## config.mk

```make
export PLATFORM = sky130hd
export DESIGN_NAME = timer_mch_apb
export DESIGN_NICKNAME = d
export VERILOG_FILES = /design/src/rtl/timer_mch_pkg.sv /design/src/rtl/timer_mch_ch.sv /design/src/rtl/timer_mch_apb.sv
export SDC_FILE = /design/constraint.sdc
export NUM_CORES = 1
export LEC_CHECK = 0
export ABC_AREA = 0
export CORE_ASPECT_RATIO = 1.2
export CORE_MARGIN = 3
export CORE_UTILIZATION = 40
export DETAILED_ROUTE_END_ITERATION = 8
export GPL_ROUTABILITY_DRIVEN = 0
export PLACE_DENSITY = 0.65
export SKIP_CTS_REPAIR_TIMING = 1
export SLEW_MARGIN = 20
export SYNTH_ARGS = -nofsm -noshare
export SYNTH_HDL_FRONTEND = slang
export SYNTH_SLANG_ARGS = --single-unit
```

## constraint.sdc

```tcl
create_clock -name clk -period 6.35 [get_ports clk]
set_input_delay 1.5875 -clock clk [delete_from_list [all_inputs] [get_ports clk]]
set_output_delay 1.5875 -clock clk [all_outputs]
set_load 0.02 [all_outputs]
```

## src/rtl/timer_mch_pkg.sv

```systemverilog
// Shared definitions for the multi-channel APB timer: register map, TCR layout
// and the prescaler divide encoding.
package timer_mch_pkg;

  localparam logic [3:0] TCR_OFF  = 4'h0;
  localparam logic [3:0] TDR_OFF  = 4'h4;
  localparam logic [3:0] TRLD_OFF = 4'h8;
  localparam logic [3:0] TSR_OFF  = 4'hC;
  localparam int         CH_STRIDE = 'h10;

  localparam int TCR_EN_BIT     = 0;
  localparam int TCR_UD_BIT     = 1;
  localparam int TCR_CKS_LSB    = 2;
  localparam int TCR_CKS_MSB    = 4;
  localparam int TCR_ARL_BIT    = 5;
  localparam int TCR_OVF_IE_BIT = 6;
  localparam int TCR_UDF_IE_BIT = 7;
  localparam int TCR_W          = 8;

  localparam int TSR_OVF_BIT = 0;
  localparam int TSR_UDF_BIT = 1;

  localparam int PSC_W = 7;

  typedef enum logic [2:0] {
    CKS_DIV1   = 3'd0,
    CKS_DIV2   = 3'd1,
    CKS_DIV4   = 3'd2,
    CKS_DIV8   = 3'd3,
    CKS_DIV16  = 3'd4,
    CKS_DIV32  = 3'd5,
    CKS_DIV64  = 3'd6,
    CKS_DIV128 = 3'd7
  } cks_e;

  typedef struct packed {
    logic udf_ie;
    logic ovf_ie;
    logic arl;
    cks_e cks;
    logic ud;
    logic en;
  } tcr_t;

  // Prescaler value on which a tick fires: 2^cks - 1.
  function automatic logic [PSC_W-1:0] cks_last(input cks_e cks);
    return PSC_W'((8'd1 << cks) - 8'd1);
  endfunction

endpackage

```

## src/rtl/timer_mch_ch.sv

```systemverilog
// One timer channel: control/reload/status registers, 7-bit prescaler,
// up/down counter with optional auto-reload and level interrupt.
module timer_mch_ch
  import timer_mch_pkg::*;
#(
  parameter int CNT_W = 16
) (
  input  logic             clk,
  input  logic             rst,
  input  logic             wr_tcr_i,
  input  logic             wr_tdr_i,
  input  logic             wr_trld_i,
  input  logic             wr_tsr_i,
  input  logic [31:0]      wdata_i,
  output tcr_t             tcr_o,
  output logic [CNT_W-1:0] cnt_o,
  output logic [CNT_W-1:0] rld_o,
  output logic [1:0]       tsr_o,
  output logic             irq_o
);

  tcr_t             tcr_q, tcr_d;
  logic [PSC_W-1:0] psc_q, psc_d;
  logic [CNT_W-1:0] cnt_q, cnt_d;
  logic [CNT_W-1:0] rld_q, rld_d;
  logic             ovf_q, ovf_d;
  logic             udf_q, udf_d;
  logic             tick;
  logic             ovf_set;
  logic             udf_set;
  logic             unused_wdata;

  assign unused_wdata = ^wdata_i;

  assign tick = tcr_q.en && (psc_q == cks_last(tcr_q.cks));

  always_comb begin
    tcr_d = wr_tcr_i  ? tcr_t'(wdata_i[TCR_W-1:0]) : tcr_q;
    rld_d = wr_trld_i ? wdata_i[CNT_W-1:0]         : rld_q;

    if (!tcr_q.en || tick) psc_d = '0;
    else                   psc_d = psc_q + PSC_W'(1);
    // A new divide ratio restarts the phase so the next tick is a full period away.
    if (wr_tcr_i && (tcr_d.cks != tcr_q.cks)) psc_d = '0;

    cnt_d   = cnt_q;
    ovf_set = 1'b0;
    udf_set = 1'b0;
    if (wr_tdr_i) begin
      cnt_d = wdata_i[CNT_W-1:0];
    end else if (tick) begin
      if (!tcr_q.ud) begin
        if (cnt_q == '1) begin
          ovf_set = 1'b1;
          cnt_d   = tcr_q.arl ? rld_q : '0;
        end else begin
          cnt_d = cnt_q + CNT_W'(1);
        end
      end else begin
        if (cnt_q == '0) begin
          udf_set = 1'b1;
          cnt_d   = tcr_q.arl ? rld_q : '1;
        end else begin
          cnt_d = cnt_q - CNT_W'(1);
        end
      end
    end

    // W1C loses against a same-cycle set.
    ovf_d = (ovf_q & ~(wr_tsr_i & wdata_i[TSR_OVF_BIT])) | ovf_set;
    udf_d = (udf_q & ~(wr_tsr_i & wdata_i[TSR_UDF_BIT])) | udf_set;
  end

  always_ff @(posedge clk or posedge rst) begin
    if (rst) begin
      tcr_q <= '0;
      psc_q <= '0;
      cnt_q <= '0;
      rld_q <= '0;
      ovf_q <= 1'b0;
      udf_q <= 1'b0;
    end else begin
      tcr_q <= tcr_d;
      psc_q <= psc_d;
      cnt_q <= cnt_d;
      rld_q <= rld_d;
      ovf_q <= ovf_d;
      udf_q <= udf_d;
    end
  end

  assign tcr_o = tcr_q;
  assign cnt_o = cnt_q;
  assign rld_o = rld_q;
  assign tsr_o = {udf_q, ovf_q};
  assign irq_o = (ovf_q & tcr_q.ovf_ie) | (udf_q & tcr_q.udf_ie);

endmodule

```

## src/rtl/timer_mch_apb.sv

```systemverilog
// APB slave wrapper for NUM_CH timer channels: address decode, write strobes,
// combinational read mux and error response for unmapped addresses.
module timer_mch_apb
  import timer_mch_pkg::*;
#(
  parameter int NUM_CH = 2,
  parameter int CNT_W  = 16
) (
  input  logic              clk,
  input  logic              rst,
  input  logic              psel,
  input  logic              penable,
  input  logic              pwrite,
  input  logic [11:0]       paddr,
  input  logic [31:0]       pwdata,
  output logic [31:0]       prdata,
  output logic              pready,
  output logic              pslverr,
  output logic [NUM_CH-1:0] irq
);

  logic             access;
  logic             mapped;
  logic             wr_en;
  logic [7:0]       ch_idx;
  logic [3:0]       reg_off;
  logic [31:0]      rdata;
  logic             unused_addr;

  tcr_t             tcr_a [NUM_CH];
  logic [CNT_W-1:0] cnt_a [NUM_CH];
  logic [CNT_W-1:0] rld_a [NUM_CH];
  logic [1:0]       tsr_a [NUM_CH];

  assign unused_addr = ^paddr[1:0];

  assign access  = psel & penable;
  assign mapped  = (32'(paddr) < 32'(NUM_CH * CH_STRIDE));
  assign wr_en   = access & pwrite & mapped;
  assign ch_idx  = paddr[11:4];
  assign reg_off = {paddr[3:2], 2'b00};

  for (genvar g = 0; g < NUM_CH; g++) begin : g_ch
    logic hit;
    assign hit = wr_en && (ch_idx == 8'(g));

    timer_mch_ch #(
      .CNT_W (CNT_W)
    ) u_ch (
      .clk       (clk),
      .rst       (rst),
      .wr_tcr_i  (hit && (reg_off == TCR_OFF)),
      .wr_tdr_i  (hit && (reg_off == TDR_OFF)),
      .wr_trld_i (hit && (reg_off == TRLD_OFF)),
      .wr_tsr_i  (hit && (reg_off == TSR_OFF)),
      .wdata_i   (pwdata),
      .tcr_o     (tcr_a[g]),
      .cnt_o     (cnt_a[g]),
      .rld_o     (rld_a[g]),
      .tsr_o     (tsr_a[g]),
      .irq_o     (irq[g])
    );
  end

  always_comb begin
    rdata = '0;
    for (int i = 0; i < NUM_CH; i++) begin
      if (ch_idx == 8'(i)) begin
        case (reg_off)
          TCR_OFF:  rdata = {24'd0, tcr_a[i]};
          TDR_OFF:  rdata = 32'(cnt_a[i]);
          TRLD_OFF: rdata = 32'(rld_a[i]);
          default:  rdata = {30'd0, tsr_a[i]};
        endcase
      end
    end
  end

  // Bus outputs are forced quiet while reset is held, independent of psel.
  assign prdata  = (access && mapped && !rst) ? rdata : 32'd0;
  assign pslverr = access && !mapped && !rst;
  assign pready  = 1'b1;

endmodule

```

==> Word level (Yosys, flattened, before mapping) <==
Index checks and enable logic that the tools add are counted.
W data, S select, Z words.
{ "classes": {"add_sub_neg": 8, "order_cmp": 1, "n_eq_ne": 10, "shifts": 2, "n_mux": 41, "n_bitwise": 25, "reduce_logical": 30} }
{ "op_table": {"columns": ["op", "count"], "rows": [
  ["$mux W16", 15],
  ["$pmux W16 S3", 2],
  ["$mux W32", 2],
  ["$add A16 B1 Y16 const B", 2],
  ["$eq A16 B16 Y1 const B", 2],
  ["$logic_not A16 Y1", 2],
  ["$sub A16 B1 Y16 const B", 2],
  ["$mux W7", 4],
  ["$logic_and A1 B1 Y1", 18],
  ["$mux W1", 16],
  ["$and A1 B1 Y1", 15],
  ["$add A7 B1 Y7 const B", 2],
  ["$eq A7 B7 Y1", 2],
  ["$shl A1 B3 Y7 const A", 2],
  ["$sub A7 B1 Y7 const B", 2],
  ["$lt A12 B6 Y1 const B", 1],
  ["$mux W5", 2],
  ["$eq A8 B1 Y1 const B", 1],
  ["$logic_not A8 Y1", 1],
  ["$ne A3 B3 Y1", 2],
  ["$or A1 B1 Y1", 6],
  ["$eq A2 B2 Y1 const B", 2],
  ["$logic_not A1 Y1", 4],
  ["$logic_not A4 Y1", 1],
  ["other kinds (4)", 9]
]} }
{ "word_totals": {"register_bits": 98, "output_inout_bits": 36, "wordCells": 139} }

==> Longest topological paths before layout <==
{ "logic_depth": {"ltp_word": 9, "depth_mapped": 13, "depth_no_buf": 10} }

==> Cells and area by module <==
From an unflattened synthesis, not the netlist that was laid out.
{ "hier_totals": {"hier_cells": 944, "area_unflattened_um2": 8216.6} }
{ "modules_own_cells": {"columns": ["module", "n_inst", "cells_each", "area_each_um2", "seq_area_each_um2"], "rows": [
  ["timer_mch_ch (g_ch[0].u_ch)", 1, 406, 3634.7, 1226.2],
  ["timer_mch_ch (g_ch[1].u_ch)", 1, 417, 3623.5, 1226.2],
  ["timer_mch_apb", 1, 121, 958.4, 0.0]
]} }

==> Worst setup path after synthesis <==
OpenSTA, ideal clock, no wires.
{ "synth_path": {"path_type": "input-to-output", "start": "input port paddr[3]", "end": "output port prdata[12]", "arrival_time_ps": 3478, "required_ps": 4762, "slack_ps": 1284, "cell_stages": 6, "cell_sequence": "clkbuf_1 > nor2b_1 > clkbuf_1 > clkbuf_1 > a22oi_1 > a211oi_1"} }
{ "synth_via": {"elab_chain_cells": 5, "word_cells_on_any_way": 11, "cone_classes": "1 x order compare; 2 x eq/ne; 5 x mux; 3 x reduce/logical"} }
{ "synth_lines": {"columns": ["item", "line", "source"], "rows": [
  ["start: declaration", "timer_mch_apb.sv:14", "input logic [11:0] paddr,"],
  ["branches (longest 4 deep; another with $lt A12 B6 Y1)", null, null],
  ["$mux W32 *", "timer_mch_apb.sv:80", "assign prdata = (access && mapped && !rst) ? rdata : 32'd0;"],
  ["end: declaration", "timer_mch_apb.sv:16", "output logic [31:0] prdata,"]
]} }
Every way passes the cells marked *.

==> Worst setup path in the final report <==
{ "layout_path": {"start": "input port paddr[8]", "end": "output port prdata[7]"} }
{ "layout_via": {"elab_chain_cells": 4, "word_cells_on_any_way": 8, "cone_classes": "1 x order compare; 1 x eq/ne; 3 x mux; 3 x reduce/logical"} }
{ "layout_lines": {"columns": ["item", "line"], "rows": [
  ["$lt A12 B6 Y1 / $logic_not A8 Y1 (equally long branches)", "timer_mch_apb.sv:38, timer_mch_apb.sv:68"],
  ["$logic_and A1 B1 Y1 / $mux W16 (equally long branches)", "timer_mch_apb.sv:80, timer_mch_apb.sv:68"],
  ["$logic_and A1 B1 Y1 / $mux W32 (equally long branches)", "timer_mch_apb.sv:80, timer_mch_apb.sv:68"],
  ["$mux W32 *", "timer_mch_apb.sv:80"]
]} }
Every way passes the cells marked *; elsewhere a longest branch is shown, timed or not.

==> reports/metrics.json <==
{
  "status": "complete, no violations",
  "slew_headroom": 0.259,
  "wl_um": 23200,
  "placed_cell_area_um2": 8350,
  "clock_power_share": 0.356,
  "timing.critical_path.required_ns": 4.76,
  "wire_length_of_the_first_global_routing_pass_um": 37800,
  "critPathCaptureType": "output port",
  "timing.final.setup_violations": 0,
  "num-fill-cells": 1909,
  "holdPathStages": 1,
  "seqPwrFrac": 0.455,
  "area_of_the_core_um2": 19100,
  "half_perimeter_wire_length_after_placement_um": 16300,
  "critical_path_cell_count": 6,
  "worst_ir_drop_vdd_mv": 0.109,
  "timing.critical_path.arrival_ns": 4.36,
  "clock_sinks": 98,
  "wl_met1_um": 10100,
  "grt_start_max_net_pins": 79,
  "mappedNetlistArea_um2": 7910,
  "cp_max_fo": 16,
  "placedCellCount": 1161,
  "std_cell_rows": 55,
  "asyncSetResetFlopFracSynth": 1.00,
  "cell_internal_power_w": 0.00108,
  "layout.nets": 974,
  "synth_sequential_area_ratio": 0.310,
  "synth-edff-count": 0,
  "hold_slack_ns": 0.527,
  "p_switching_w": 0.000477,
  "layout.cell_area.non_filler_um2": 8650,
  "worst_path_dominant_cell_family": "simple AND/OR/NAND/NOR gates",
  "drt_first_iter_violations": 656,
  "num_antenna_cells": 0,
  "worst_skew_ns": 0.0112,
  "power.static_leakage_nw": 3.42,
  "clk_path_buf_depth": 2,
  "flip_flop_and_latch_count_after_synthesis": 98,
  "num_cts_buffers": 9,
  "first_global_vias": 6679,
  "finalCritPeriodShare": 0.936,
  "worstSetupPathType": "input port to output port",
  "crit_chain": "clkdlybuf4s50_1, nor4_1, nand2_1, or3_1, a211oi_1, clkdlybuf4s50_1",
  "cap_violations": 0,
  "cts.root.buffer_cell": "clkbuf_16",
  "max_stage_delay_ns": 0.69,
  "maxSlewViolCount": 0,
  "die_w_um": 134,
  "die_outline_height_um": 160,
  "ys_dominant_reg_cell": "dfrtp_1",
  "final-hold-violation-count": 0,
  "area_overhead_vs_synth_pct": 9.37,
  "cp_slowest_cell": "clkdlybuf4s50_1",
  "first_drt_pass_iteration_count": 5,
  "design.portCount": 85,
  "initial_utilization": 0.413,
  "path_buf_inv": 2,
  "comb_power_share": 0.189,
  "power.switching_fraction": 0.306,
  "path_common_cell": "clkdlybuf4s50_1",
  "synth.distinct_cells": 74,
  "highest_layer": "met4",
  "grt_util_all_layers": 0.217,
  "rsz_0062_raised_after_global_routing": "no",
  "worstRegToRegCells": 10,
  "period_minus_slack_ns": 5.95,
  "detail_route.drc_violations": 0,
  "port_buffers": 49,
  "post_synth.cell_area_avg_um2": 8.42,
  "die-area_um2": 21500,
  "globalRouteOverflowTotal": 0,
  "ys.warnings.count": 0,
  "grt_antenna_before_repair": 0,
  "vias_per_cell": 6.12,
  "dr_wl_met3_um": 1340,
  "sum_of_met2_wire_segment_lengths_after_detailed_routing_um": 11400,
  "post_layout_utilization_of_the_core": 0.452,
  "power_per_cell_area_nw_per_um2": 180,
  "fin_tns_setup_ns": 0,
  "achievable-frequency_mhz": 168,
  "worst_skew_pair.late_latency_ns": 0.36,
  "via_count": 7200,
  "average_wire_per_standard_cell_um": 19.7,
  "hold_path_class": "register to register",
  "htreeDepth": 3,
  "worstMarginPinSlew_ns": 1.10,
  "critical_path.startpoint_type": "input port",
  "post_route_cells_drive_above_1_share": 0.111,
  "worst_setup_hold_path_clk_slew_ns": 0.06,
  "tritoncts_clock_tree": "done",
  "post_layout_instance_count_excluding_filler_cells": 1176,
  "drtAntennaViolNets": 0,
  "synth_cells": 939
}
[layer usage]
layer,up-vias,global-route usage
li1,3361,-
met1,3531,0.303
met2,283,0.355
met3,25,0.0268
met4,0,0.0634
met5,-,0
[synth_stat cells (all sizes together), types with 8 or more instances]
| library cell | count | area, um2 |
|---|---|---|
| mux2 | 50 | 563 |
| a22oi | 13 | 97.6 |
| and3 | 15 | 98.8 |
| xor2 | 20 | 175 |
| o31ai | 10 | 75.1 |
| nor3 | 17 | 85.1 |
| nand3 | 41 | 210 |
| a21oi | 54 | 270 |
| nand3b | 8 | 60.1 |
| nand2 | 68 | 255 |
| dfrtp | 98 | 2450 |
| a31oi | 11 | 68.8 |
| xnor2 | 37 | 324 |
| nand2b | 8 | 50.1 |
| inv | 21 | 78.8 |
| or3 | 11 | 68.8 |
| nor4 | 15 | 136 |
| o211ai | 9 | 67.6 |
| mux2i | 30 | 300 |
| ha | 9 | 113 |
| a211oi | 33 | 248 |
| buf | 49 | 303 |
| o21ai | 50 | 250 |
| nor2 | 75 | 282 |
| a221oi | 8 | 70.1 |
| nand4 | 19 | 125 |
| clkbuf | 62 | 233 |
[worst paths after layout]
path / start / end / slack (ns)
worst max register to register: g_ch[0].u_ch.tcr_o[2]$_DFF_PP0_ / g_ch[0].u_ch.cnt_o[9]$_DFFE_PP0P_ / 2.95
min in group asynchronous: rst / g_ch[0].u_ch.cnt_o[9]$_DFFE_PP0P_ / 1.78
worst min-delay path: g_ch[1].u_ch.psc_q[0]$_DFF_PP0_ / g_ch[1].u_ch.psc_q[0]$_DFF_PP0_ / 0.53
worst max-delay path: paddr[8] / prdata[7] / 0.40
max in group asynchronous: rst / g_ch[1].u_ch.tcr_o[1]$_DFFE_PP0N_ / 3.82
worst min register to register: g_ch[1].u_ch.psc_q[0]$_DFF_PP0_ / g_ch[1].u_ch.psc_q[0]$_DFF_PP0_ / 0.53
[cell families after synthesis]
| logic type | after synthesis | synth area share |
|---|---|---|
| muxes | 84 | 0.121 |
| adders and majority gates | 9 | 0.0142 |
| AOI/OAI and AO/OA | 232 | 0.192 |
| buffers and inverters | 133 | 0.0782 |
| DFF | 98 | 0.310 |
| and+or+nand+nor | 324 | 0.220 |
| xor gates and xnor gates | 57 | 0.0631 |
| other | 2 | 0.000950 |
[area by class of cell]
| class | count | area [um2] | area share |
|---|---|---|---|
| multi-input cells | 723 | 4900 | 0.566 |
| repair buffers | 62 | 601 | 0.0694 |
| clock buffers | 14 | 284 | 0.0328 |
| flip-flops and latches | 98 | 2450 | 0.284 |
| well taps | 256 | 320 | 0.0370 |
| clock inverters | 1 | 7.51 | 0.000868 |
| inverters | 22 | 87.6 | 0.0101 |
[sequential cells by signal, indices dropped and copies added (netlist names)]
signal and flops:
g_ch.u_ch.ovf_q 2, g_ch.u_ch.udf_q 2, g_ch.u_ch.rld_o 32, g_ch.u_ch.cnt_o 32
g_ch.u_ch.psc_q 14, g_ch.u_ch.tcr_o 16
[power groups by stage]
stage / Clock, W / Sequential [W] / Combinational (W)
finish: 0.000555 / 0.000710 / 0.000294
global route: 0.000589 / 0.000714 / 0.000332
CTS: 0.000567 / 0.000707 / 0.000292
detailed placement: 0 / 0.000719 / 0.000291
global placement: 0 / 0.000719 / 0.000288
floorplan: 0 / 0.000666 / 0.000274
[cell usage in the layout, fill, tap and decap left out, types with 5 or more instances in the layout]
cell	synthesis	final
mux2_2	50	50
conb_1	2	17
dfrtp_1	98	98
buf_4	23	12
nor4_1	11	11
o22ai_1	5	5
nand2b_1	8	8
a22oi_1	13	13
and3_1	14	14
o211ai_1	9	9
nand4_1	18	18
a211o_1	5	5
xnor2_1	37	37
a211oi_1	33	33
o31ai_1	10	10
nand2_1	68	68
xor2_1	20	20
ha_1	9	9
nor2b_1	6	5
nor3_1	17	17
nor3b_1	5	5
or3_1	11	11
inv_1	21	20
clkbuf_16	0	9
o21ai_0	49	49
a21oi_1	54	54
a31oi_1	11	11
a221oi_1	8	8
clkdlybuf4s50_1	0	49
nand3_1	40	40
and2_1	6	6
nor2_1	75	75
mux2i_1	30	30
or4_1	6	6
nand3b_1	8	8
[per-stage QoR]
| stage | setup slack [ns] | total power [W] |
|---|---|---|
| floorplan | 1.28 | 0.000940 |
| global placement | 0.440 | 0.00101 |
| detailed placement | 0.440 | 0.00101 |
| CTS | 0.438 | 0.00157 |
| global route | 0.195 | 0.00164 |
| finish | 0.403 | 0.00156 |
(Power assumes the default switching activity.)
